**src/rtl/pc_pkg.sv**
```systemverilog
// Shared types for the fetch-side program counter: FSM states, redirect
// priorities (ordered so a numeric compare gives precedence) and vector defaults.
package pc_pkg;

    typedef enum logic [1:0] {
        BOOT = 2'd0,
        IDLE = 2'd1,
        REQ  = 2'd2,
        HALT = 2'd3
    } pc_state_e;

    // Higher encoding wins when two redirects compete.
    typedef enum logic [2:0] {
        PRIO_NONE = 3'd0,
        PRIO_BR   = 3'd1,
        PRIO_J    = 3'd2,
        PRIO_JR   = 3'd3,
        PRIO_EXC  = 3'd4
    } redir_prio_e;

    localparam logic [31:0] DEF_RESET_VEC = 32'h0000_0000;
    localparam logic [31:0] DEF_EXC_VEC   = 32'h0000_0020;

endpackage

```
**src/rtl/pc_next_mux.sv**
```systemverilog
// Combinational redirect select: picks the highest-priority redirect request
// and computes its word-address target.
module pc_next_mux
    import pc_pkg::*;
#(
    parameter int                ADDR_W  = 32,
    parameter logic [ADDR_W-1:0] EXC_VEC = ADDR_W'(DEF_EXC_VEC)
) (
    input  logic [ADDR_W-27:0] i_pcHigh,
    input  logic               i_excReq,
    input  logic               i_jrReq,
    input  logic [ADDR_W-1:0]  i_jrTarget,
    input  logic               i_jReq,
    input  logic [25:0]        i_jIndex,
    input  logic               i_brReq,
    input  logic [ADDR_W-1:0]  i_brPc,
    input  logic [15:0]        i_brOff,
    output logic               o_redirValid,
    output redir_prio_e        o_redirPrio,
    output logic [ADDR_W-1:0]  o_redirTarget
);

    logic [ADDR_W-1:0] w_brOffExt;
    logic [ADDR_W-1:0] w_brTarget;

    assign w_brOffExt = {{(ADDR_W-16){i_brOff[15]}}, i_brOff};
    assign w_brTarget = i_brPc + ADDR_W'(1) + w_brOffExt;

    always_comb begin
        o_redirValid  = 1'b0;
        o_redirPrio   = PRIO_NONE;
        o_redirTarget = '0;
        if (i_excReq) begin
            o_redirValid  = 1'b1;
            o_redirPrio   = PRIO_EXC;
            o_redirTarget = EXC_VEC;
        end else if (i_jrReq) begin
            o_redirValid  = 1'b1;
            o_redirPrio   = PRIO_JR;
            o_redirTarget = i_jrTarget;
        end else if (i_jReq) begin
            o_redirValid  = 1'b1;
            o_redirPrio   = PRIO_J;
            o_redirTarget = {i_pcHigh, i_jIndex};
        end else if (i_brReq) begin
            o_redirValid  = 1'b1;
            o_redirPrio   = PRIO_BR;
            o_redirTarget = w_brTarget;
        end
    end

endmodule

```
**src/rtl/pc_sequencer.sv**
```systemverilog
// Fetch-side program counter: issues word addresses to imem over valid/ready,
// and folds in redirects, stalls and halt, remembering redirects that arrive mid-request.
module pc_sequencer
    import pc_pkg::*;
#(
    parameter int                ADDR_W    = 32,
    parameter logic [ADDR_W-1:0] RESET_VEC = ADDR_W'(DEF_RESET_VEC),
    parameter logic [ADDR_W-1:0] EXC_VEC   = ADDR_W'(DEF_EXC_VEC)
) (
    input  logic              clk,
    input  logic              rst,
    input  logic              stall,
    input  logic              halt,
    input  logic              exc_req,
    input  logic              jr_req,
    input  logic [ADDR_W-1:0] jr_target,
    input  logic              j_req,
    input  logic [25:0]       j_index,
    input  logic              br_req,
    input  logic [ADDR_W-1:0] br_pc,
    input  logic [15:0]       br_off,
    output logic [ADDR_W-1:0] fetch_addr,
    output logic              fetch_valid,
    input  logic              fetch_ready,
    output logic              fetch_kill,
    output logic              halted
);

    pc_state_e         r_state;
    logic [ADDR_W-1:0] r_pc;
    redir_prio_e       r_pendPrio;
    logic [ADDR_W-1:0] r_pendTarget;

    pc_state_e         w_stateNext;
    logic [ADDR_W-1:0] w_pcNext;
    redir_prio_e       w_pendPrioNext;
    logic [ADDR_W-1:0] w_pendTargetNext;
    logic              w_pendValid;
    logic              w_redirValid;
    redir_prio_e       w_redirPrio;
    logic [ADDR_W-1:0] w_redirTarget;

    pc_next_mux #(
        .ADDR_W  (ADDR_W),
        .EXC_VEC (EXC_VEC)
    ) u_nextMux (
        .i_pcHigh      (r_pc[ADDR_W-1:26]),
        .i_excReq      (exc_req),
        .i_jrReq       (jr_req),
        .i_jrTarget    (jr_target),
        .i_jReq        (j_req),
        .i_jIndex      (j_index),
        .i_brReq       (br_req),
        .i_brPc        (br_pc),
        .i_brOff       (br_off),
        .o_redirValid  (w_redirValid),
        .o_redirPrio   (w_redirPrio),
        .o_redirTarget (w_redirTarget)
    );

    assign w_pendValid = (r_pendPrio != PRIO_NONE);
    assign fetch_addr  = r_pc;

    always_comb begin
        w_stateNext      = r_state;
        w_pcNext         = r_pc;
        w_pendPrioNext   = r_pendPrio;
        w_pendTargetNext = r_pendTarget;
        fetch_valid      = 1'b0;
        fetch_kill       = 1'b0;
        halted           = 1'b0;
        case (r_state)
            BOOT: begin
                if (halt)       w_stateNext = HALT;
                else if (stall) w_stateNext = IDLE;
                else            w_stateNext = REQ;
            end
            REQ: begin
                fetch_valid = 1'b1;
                if (fetch_ready) begin
                    // The in-flight word was fetched before a pending redirect was known.
                    fetch_kill     = w_pendValid;
                    w_pendPrioNext = PRIO_NONE;
                    if (w_redirValid)     w_pcNext = w_redirTarget;
                    else if (w_pendValid) w_pcNext = r_pendTarget;
                    else                  w_pcNext = r_pc + ADDR_W'(1);
                    if (halt && !exc_req) w_stateNext = HALT;
                    else if (stall)       w_stateNext = IDLE;
                    else                  w_stateNext = REQ;
                end else if (w_redirValid && (w_redirPrio >= r_pendPrio)) begin
                    w_pendPrioNext   = w_redirPrio;
                    w_pendTargetNext = w_redirTarget;
                end
            end
            IDLE: begin
                if (w_redirValid) w_pcNext = w_redirTarget;
                if (halt && !exc_req) w_stateNext = HALT;
                else if (!stall)      w_stateNext = REQ;
            end
            HALT: begin
                halted = 1'b1;
                if (exc_req) begin
                    w_pcNext    = EXC_VEC;
                    w_stateNext = REQ;
                end
            end
            default: w_stateNext = BOOT;
        endcase
    end

    always_ff @(posedge clk) begin
        if (rst) begin
            r_state      <= BOOT;
            r_pc         <= RESET_VEC;
            r_pendPrio   <= PRIO_NONE;
            r_pendTarget <= '0;
        end else begin
            r_state      <= w_stateNext;
            r_pc         <= w_pcNext;
            r_pendPrio   <= w_pendPrioNext;
            r_pendTarget <= w_pendTargetNext;
        end
    end

endmodule

```
**config.mk**
```make
export PLATFORM = sky130hd
export DESIGN_NAME = pc_sequencer
export DESIGN_NICKNAME = d
export VERILOG_FILES = /design/src/rtl/pc_pkg.sv /design/src/rtl/pc_next_mux.sv /design/src/rtl/pc_sequencer.sv
export SDC_FILE = /design/constraint.sdc
export NUM_CORES = 1
export LEC_CHECK = 0
export BUFFER_PORTS_ARGS = -buffer_cell sky130_fd_sc_hd__buf_2
export CORE_ASPECT_RATIO = 0.8
export CORE_MARGIN = 2
export CORE_UTILIZATION = 56
export CTS_CLUSTER_DIAMETER = 120
export DETAILED_ROUTE_END_ITERATION = 6
export PLACE_DENSITY = 0.83
export SYNTH_ARGS = -nofsm -noshare
export SYNTH_HDL_FRONTEND = slang
export SYNTH_SLANG_ARGS = --single-unit
```
**constraint.sdc**
```tcl
create_clock -name clk -period 5.15 [get_ports clk]
set_clock_uncertainty 0.1 [all_clocks]
set_input_delay 1.545 -clock clk [delete_from_list [all_inputs] [get_ports clk]]
set_output_delay 1.545 -clock clk [all_outputs]
set_load 0.02 [all_outputs]
```
==> results of run 1 <==
## cell usage after synthesis, drive strengths merged (8+ instances only)
cell type	count	area (um^2)
nand4	18	113
buf	10	42.5
a22oi	11	82.6
o21a	17	128
and3	12	75.1
a221oi	16	158
xnor2	15	131
o211ai	11	87.6
nand3	35	175
or3	16	100
and2	8	50.1
xor2	18	158
o21ai	80	400
a21oi	114	574
nor3	32	160
nor2	95	357
clkbuf	59	221
dfxtp	69	1380
a211oi	14	115
a21o	20	151
ha	35	438
a31oi	11	68.8
inv	23	86.3
nand2	110	413
## where the power goes
group / internal (mW) / switching, mW
sequential: 0.566 / 0.0448
combinational: 0.235 / 0.388
clock: 0.475 / 0.251
total: 1.28 / 0.685
## worst max path at each step
stage | start | to | slack [ns]
final | br_pc[0] | fetch_addr[30] | 0.84
after global routing | br_pc[0] | fetch_addr[30] | 0.70
after CTS | br_pc[0] | fetch_addr[30] | 0.87
after detailed placement | br_pc[0] | fetch_addr[30] | 0.52
after global placement | br_pc[0] | fetch_addr[30] | 0.60
after floorplan | br_pc[0] | fetch_addr[30] | 0.86
## cell families after synthesis
| kind of cell | Yosys count | share of synthesized area |
|---|---|---|
| flip-flops | 69 | 0.213 |
| AO/OA/AOI/OAI | 350 | 0.351 |
| multiplexers | 2 | 0.00328 |
| AND/OR/NAND/NOR | 362 | 0.263 |
| XOR/XNOR | 33 | 0.0446 |
| buffers and inverters | 92 | 0.0541 |
| adder cells (fa/ha/maj) | 36 | 0.0707 |
## layout make-up
cell class | instances | area [um^2] | area share
Timing Repair Buffer | 167 | 881 | 0.115
Tap cell | 148 | 185 | 0.0242
Sequential cell | 69 | 1380 | 0.181
Clock buffer | 9 | 225 | 0.0295
Multi-Input combinational cell | 783 | 4760 | 0.623
Clock inverter | 7 | 123 | 0.0160
Inverter | 23 | 86.3 | 0.0113
## routing by layer
metal  share of wire  vias to the layer above
li1                -                     3704
met1            0.42                     3638
met2            0.44                      512
met3            0.11                       58
met4           0.027                        0
met5               0                        -
## registers in the layout (all words and copies together) (netlist names)
signal and flops:
fetch_addr 32, r_pendTarget 32, r_pendPrio 3, r_state 2
## worst reg2reg max path, cell delays in order (launching register included)
cell and delay [ns]:
dfxtp_1 0.41, ha_1 0.25, nand4_1 0.24, nor3_1 0.65, nand3_1 0.38, nor2_1 0.21, xnor2_1 0.13, a211oi_1 0.08
a31oi_1 0.16, o41ai_1 0.09
## per-stage QoR
step / total power, mW / util / hold slack, ns / cell area, um^2
floorplan: 1.03 / - / 0.329 / 6470
global placement: 1.22 / 0.641 / 0.339 / 7300
detailed placement: 1.22 / 0.641 / 0.343 / 7300
CTS: 1.95 / 0.672 / 0.350 / 7650
global route: 2.05 / 0.672 / 0.371 / 7650
finish: 1.96 / 0.672 / 0.351 / 7650
==> metrics.txt, run 1 <==
outcome finished, final reports clean; antenna cell count 0; CP required 5.28 ns; global routing usage on met3 0.0842; DIE AREA 12400 um^2; Synth Register Bits 69; HPWL Detailed 15800 um; IO buf count 149; GR Overflow Total 0; H-tree levels 3; Layout area overhead 18.1%; Final ANT Viol Nets 0; GRT Util Overall 0.356; Max-cap violations 0; post-CTS sizing 0; Worst-path clk slew 0.06 ns; Worst Reg-to-Reg Cells 9; reg2reg setup slack 2.29 ns; number of global-route vias before repair 7194; Net count, final 1204; synth unique cells 72; Iteration-0 DRC Markers 890; CP peak stage delay 0.41 ns; CP Depth 13; CP Buf/Inv Count 3; leakage power 3.14 nW; Worst Tran Pin Value 1.03 ns; CP max FO 5; synthesized cell area 6470 um^2; Placer Congestion 0.971; Main synth FF type dfxtp_1; Final min period 4.31 ns; sequential share of the synthesized area 0.213; vias after detailed routing 7912; CTS tree yes; hold buffers post-CTS 0; vias per inst 6.56; Hold Path Origin r_pendTarget[24]; num rows 35; Die Ht 100 um; Post-Syn Instances 944; Critical Path AT 4.44 ns; capture point of the worst reg-to-reg path fetch_addr[28]; Setup crit end kind register; largest net degree at the start of global routing 45; die width 124 um; Avg Cell Area, Syn 6.86 um^2; Starting Density 0.569; Inserted Clock Buffers 9; worst-case clock buffer depth 2; setup repair bufs after CTS 0; Root Driver clkbuf_16; period utilization 0.837; GR Util met1 0.485; Setup-failing EPs final 0; Top Family by Delay on Critical Path compound AO/OA/AOI/OAI gates; detail-routed net length per standard cell 18.5 um; Ys Warns 0; Worst Setup Path Type in2reg; Peak Freq 232 MHz; Final Hold Vio Count 0; share of layout cells above drive strength 1 0.195; hold depth 2; Reg-to-Reg Start fetch_addr[1]; Final Max Slew Viols 0; number of flops mapped to enable cells by yosys 0; Fillers 1039; CP Cell Sequence buf_2 > inv_1 > ha_1 > inv_1 > fa_1 > a21o_1 > a311oi_2 > or4_4 > a211oi_2 > or3_1 > a31o_1 > a211o_1 > a211o_1; WL final 22300 um; DR pass1 iterations 5; slowest CP cell or3_1; ys async rst share 0; Slew Limit Headroom 0.308; core area 11400 um^2; DRC 0; Post-Place Worst Slack 0.520 ns; non-filler cells, final 1206; first-pass GRT wire length 36100 um; initial antenna violation count 0; worst min-delay path class reg2reg; Endpoint, Worst Hold r_pendTarget[24]; PD cells 256 nW/um^2; clk sink count 69; net count after synthesis 1095; io pins 150; fin worst setup slack 0.841 ns; RSZ-0062 raised after global routing false; clk_lat worst skew 0.35 ns; worst vdd ir 0.176 mV; most common cell after layout, fill and taps aside buf_2; most frequent cells in the layout buf_2 (149), a21oi_1 (113), nand2_1 (110), nor2_1 (95), o21ai_0 (77); Worst Setup Start Kind primary input; global routing's busiest layer met2; Total Neg Setup Slack 0 ns; met2 usage 0.563; dpl cells 1190
Power figures use the tool's default switching activity.
==> run 2: changes to the inputs <==
ABC_AREA = 1   (was not set)
CORE_UTILIZATION = 51   (was 56)
PLACE_DENSITY = 0.78   (was 0.83)
clock period = 3.5 ns   (was 5.15 ns; I/O delays follow)
==> run 2 against run 1 <==
- the run now ends with DRC left
- design area grew 11%
- count of clock-buffer cells in the layout is 1 higher
- register-to-register slack got worse by 1.1 ns
- setup slack worse by 0.31 ns
- die area grew 23%
- clock power is 44% higher
- sequential share of layout area down 1.8 points
- sequential power rose by 70%
- area after synthesis increased by 13%
==> metrics.txt, run 2 <==
Die Ht 111 um; worst-case clock buffer depth 2; Layout area overhead 16.9%; Setup-failing EPs final 0; Synth Register Bits 69; DIE AREA 15300 um^2; hold buffers post-CTS 0; Net count, final 1617; DR pass1 iterations 7; worst min-delay path class reg2reg; met3 wire len 2270 um; outcome finished with violations; share of layout cells above drive strength 1 0.145; Setup crit end kind register; synth unique cells 49; Post-Place Worst Slack 0.288 ns; Worst-path clk slew 0.06 ns; failing checks DRC; Worst Tran Pin Value 0.505 ns; leakage power 4.42 nW; initial antenna violation count 0; ys async rst share 0; footprint of the multi-input gates 5040 um^2; hold depth 2; sequential share of the synthesized area 0.190; HPWL Detailed 19100 um; Final Max Slew Viols 0; DRC 3; number of flops mapped to enable cells by yosys 0; fin worst setup slack 0.534 ns; detail-routed net length per standard cell 14.9 um; net count after synthesis 1488; CP max FO 5; die width 138 um; PD cells 401 nW/um^2; Slew Limit Headroom 0.663; Reg area 1380 um^2; Worst Setup Path Type in2reg; Post-Syn Instances 1337; number of global-route vias before repair 7995; most frequent cell after synthesis nand2_1; Starting Density 0.517; uppermost layer routed met4; worst vdd ir 0.307 mV; setup repair bufs after CTS 0; CP required 3.67 ns; Final min period 2.97 ns; Ys Warns 0; vias after detailed routing 9087; period utilization 0.847; Critical Path AT 3.14 ns; most frequent cells after synthesis nand2_1 (391), nor2_1 (169), inv_1 (166); IO buf count 149; clk_lat worst skew 0.34 ns; Iteration-0 DRC Markers 940; most common cell after layout, fill and taps aside nand2_1; Worst Reg-to-Reg Cells 11; Max-cap violations 0; Fillers 1456; Root Driver clkbuf_16; met2 WL 10700 um; GR Overflow Total 0; vias per inst 5.49; antenna cell count 0; largest net degree at the start of global routing 46; Peak Freq 337 MHz; Total Neg Setup Slack 0 ns; Avg Cell Area, Syn 5.45 um^2; clk sink count 69; GRT Util Overall 0.319; first-pass GRT wire length 39000 um; Yosys top cell area share 0.201; Worst Setup Start Kind primary input; Main synth FF type dfxtp_1; WL final 24600 um; Final ANT Viol Nets 0; cell taking the most area after synthesis nand2_1; CTS tree yes; io pins 150; Inserted Clock Buffers 9; RSZ-0062 raised after global routing false; post-CTS sizing 0; core area 14100 um^2; Placer Congestion 0.963; num rows 39; Final Hold Vio Count 0; H-tree levels 3; most frequent cells in the layout nand2_1 (391), nor2_1 (169), inv_1 (166), buf_2 (149), a21oi_1 (145); synthesized cell area 7280 um^2; largest cells by area after synthesis nand2_1 (20%), dfxtp_1 (19%), a21oi_1 (10%), nor2_1 (8.7%), inv_1 (8.6%); wl on met1 11100 um
run 2: area by class of cell:
cell class | instances | share of cell area
multi-input cells | 1050 | 0.592
flip-flops and latches | 69 | 0.162
repair buffers | 164 | 0.102
inverters | 172 | 0.0761
well taps | 184 | 0.0270
clock buffers | 10 | 0.0269
clock inverters | 6 | 0.0131
run 2: metrics by stage:
step           hold slack [ns]   util  power (mW)  area (um^2)  std cells
3_3_place_gp             0.343  0.580        2.33         8180       1639
6_report                 0.361  0.604        3.42         8520       1655
5_1_grt                  0.408  0.604        3.62         8520       1655
3_5_place_dp             0.345  0.580        2.35         8180       1639
2_1_floorplan            0.325      -        1.94         7280       1337
4_1_cts                  0.354  0.604        3.40         8520       1655
run 2: metal layers:
metal | vias to the layer above | track usage
met1 | 4055 | 0.449
met2 | 428 | 0.494
met5 | - | 0
met3 | 38 | 0.0558
met4 | 0 | 0.0990
li1 | 4566 | -
run 2: worst paths after layout:
kind	slack (ns)	startpoint	endpoint
hold / removal	0.36	r_pendTarget[1]	r_pendTarget[1]
hold reg to reg	0.36	r_pendTarget[1]	r_pendTarget[1]
setup / recovery	0.53	br_off[0]	fetch_addr[14]
setup reg to reg	1.17	fetch_addr[0]	fetch_addr[20]
run 2: worst max-delay path, stage by stage:
cell and delay, ns:
buf_2 0.10, inv_1 0.05, ha_1 0.13, inv_1 0.08, fa_1 0.45, nand2_1 0.11
nand3_1 0.12, nand2_1 0.10, nand2_1 0.17, nand2_1 0.11, nand2_1 0.05, o21ai_0 0.36
nand3_1 0.12, a21oi_1 0.16
run 2: power breakdown:
| group | leakage, nW | internal (mW) | switching, mW |
|---|---|---|---|
| sequential | 0.566 | 0.895 | 0.142 |
| combinational | 3.69 | 0.451 | 0.874 |
| clock | 0.163 | 0.696 | 0.357 |
run 2: logic make-up after synthesis:
| family | count (synthesis) | share of synthesized area |
|---|---|---|
| AOI/OAI and AO/OA | 267 | 0.194 |
| and+or+nand+nor | 743 | 0.430 |
| xor gates and xnor gates | 4 | 0.00481 |
| buffers and inverters | 218 | 0.119 |
| adders and majority gates | 36 | 0.0629 |
| DFF | 69 | 0.190 |
==> run 3: changes to the inputs <==
CORE_UTILIZATION = 57   (was 51)
PLACE_DENSITY = 0.83   (was 0.78)
clock period = 2.86 ns   (was 3.5 ns; I/O delays follow)
==> run 3 against run 2 <==
- the flow now finishes without violations
- first-iteration DRC count is 11% lower
- hold slack better by 0.0031 ns
- count of clock-buffer cells in the layout unchanged
- sequential cell count is the same
- final cell count up 0.97%
- critical path depth is 3 higher
- sequential power is 22% higher
- core utilization increased by 10 points
- design area rose by 2.4%
- highest routed layer unchanged
- non-clock buffer count is 29 higher
- die area fell by 10%
- sequential share of layout area is 0.38 points lower
- largest power group unchanged
==> metrics.txt, run 3 (same netlist as run 2, synthesis figures left out) <==
outcome finished, final reports clean; Setup crit end kind register; Critical Path AT 2.82 ns; clock network power share 0.289; CTS tree yes; Worst Setup Path Type in2reg; Worst Reg-to-Reg Cells 10; num rows 36; vias per inst 5.49; period utilization 0.927; H-tree levels 3; HPWL Detailed 19000 um; Final Max Slew Viols 0; Setup-failing EPs final 0; clk_lat worst skew 0.34 ns; fin worst setup slack 0.209 ns; GR Overflow Total 0; first-pass GRT wire length 39200 um; Final ANT Viol Nets 0; Final min period 2.65 ns; worst vdd ir 0.334 mV; PD cells 477 nW/um^2; io pins 150; Inserted Clock Buffers 9; leakage power 4.56 nW; DR pass1 iterations 5; DIE AREA 13700 um^2; share of layout cells above drive strength 1 0.162; GRT Util Overall 0.356; number of global-route vias before repair 8458; worst min-delay path class reg2reg; detail-routed net length per standard cell 14.6 um; most frequent cells in the layout nand2_1 (391), nor2_1 (169), inv_1 (166), buf_2 (149), a21oi_1 (145); sw power 1.69 mW; Worst Tran Pin Value 0.548 ns; Power Internal 2.47 mW; clk sink count 69; CP required 3.03 ns; Net count, final 1646; core area 12300 um^2; RSZ-0062 raised after global routing false; Placer Congestion 0.943; CP max FO 3; Layout area overhead 19.7%; die width 130 um; WL final 24500 um; Die Ht 105 um; Starting Density 0.590; part of the power in registers 0.305; Final Hold Vio Count 0; largest net degree at the start of global routing 51; antenna cell count 0; most common cell after layout, fill and taps aside nand2_1; Peak Freq 377 MHz; vias after detailed routing 9168; hold depth 2; Area after DPL 8400 um^2; switching share of power 0.407; IO buf count 149; Iteration-0 DRC Markers 833; DRC 0; worst-case clock buffer depth 2; total chip power 4.16 mW; Design Area, Final 8720 um^2; Worst-path clk slew 0.06 ns; Worst Setup Start Kind primary input; Slew Limit Headroom 0.634; Post-Place Worst Slack -0.109 ns; Comb pwr share 0.406; Max-cap violations 0; Root Driver clkbuf_16; initial antenna violation count 0
-- run 3: what timing repair did --
action | CTS | global route
endpoints found under the setup margin | 0 | 1
resized for setup | 0 | 1
buffers inserted | 0 | 0
hold buffers | 0 | 0
-- run 3: worst max-delay path, cell delays in order --
cell,delay [ns]
buf_2,0.09
inv_1,0.05
ha_1,0.14
inv_1,0.06
fa_1,0.39
nand3_1,0.10
nand3_1,0.15
buf_4,0.18
nand3_1,0.06
nand3_1,0.13
nand2_1,0.12
nand2_1,0.06
nand2_1,0.06
nand3_1,0.06
nand2_1,0.10
nand2_1,0.07
a21oi_1,0.15
-- run 3: final cells by class --
| class | count | area [um^2] |
|---|---|---|
| multi-input cells | 1050 | 5040 |
| fillers | 1176 | 3620 |
| flip-flops and latches | 69 | 1380 |
| repair buffers | 193 | 1110 |
| inverters | 172 | 648 |
| clock buffers | 10 | 229 |
| well taps | 171 | 214 |
| clock inverters | 6 | 87.6 |
-- run 3: power by group through the flow --
stage / Combinational [mW] / Sequential [mW] / Clock, mW
2_1_floorplan: 1.05 / 1.33 / 0
3_3_place_gp: 1.63 / 1.28 / 0
3_5_place_dp: 1.65 / 1.28 / 0
4_1_cts: 1.66 / 1.26 / 1.20
5_1_grt: 1.88 / 1.29 / 1.25
6_report: 1.69 / 1.27 / 1.20
-- run 3: worst paths after layout --
check	from	endpoint	slack, ns
max	br_pc[0]	r_pendTarget[28]	0.21
min	r_pendPrio[1]	r_pendPrio[1]	0.36
max reg2reg	fetch_addr[0]	fetch_addr[26]	0.53
min reg2reg	r_pendPrio[1]	r_pendPrio[1]	0.36
-- run 3: through the flow --
stage          hold slack [ns]  setup TNS [ns]  utilization  instances
2_1_floorplan            0.325               0            -       1337
3_3_place_gp             0.350         -0.0912        0.681       1655
3_5_place_dp             0.356          -0.755        0.681       1655
4_1_cts                  0.363               0        0.706       1671
5_1_grt                  0.389               0        0.706       1671
6_report                 0.364               0        0.706       1671
-- run 3: layer usage --
layer	track usage	share of wire	vias to the layer above
met5	0	0	-
met4	0.135	0.030	0
met3	0.0906	0.11	60
met2	0.559	0.43	446
met1	0.469	0.43	4028
li1	-	-	4634
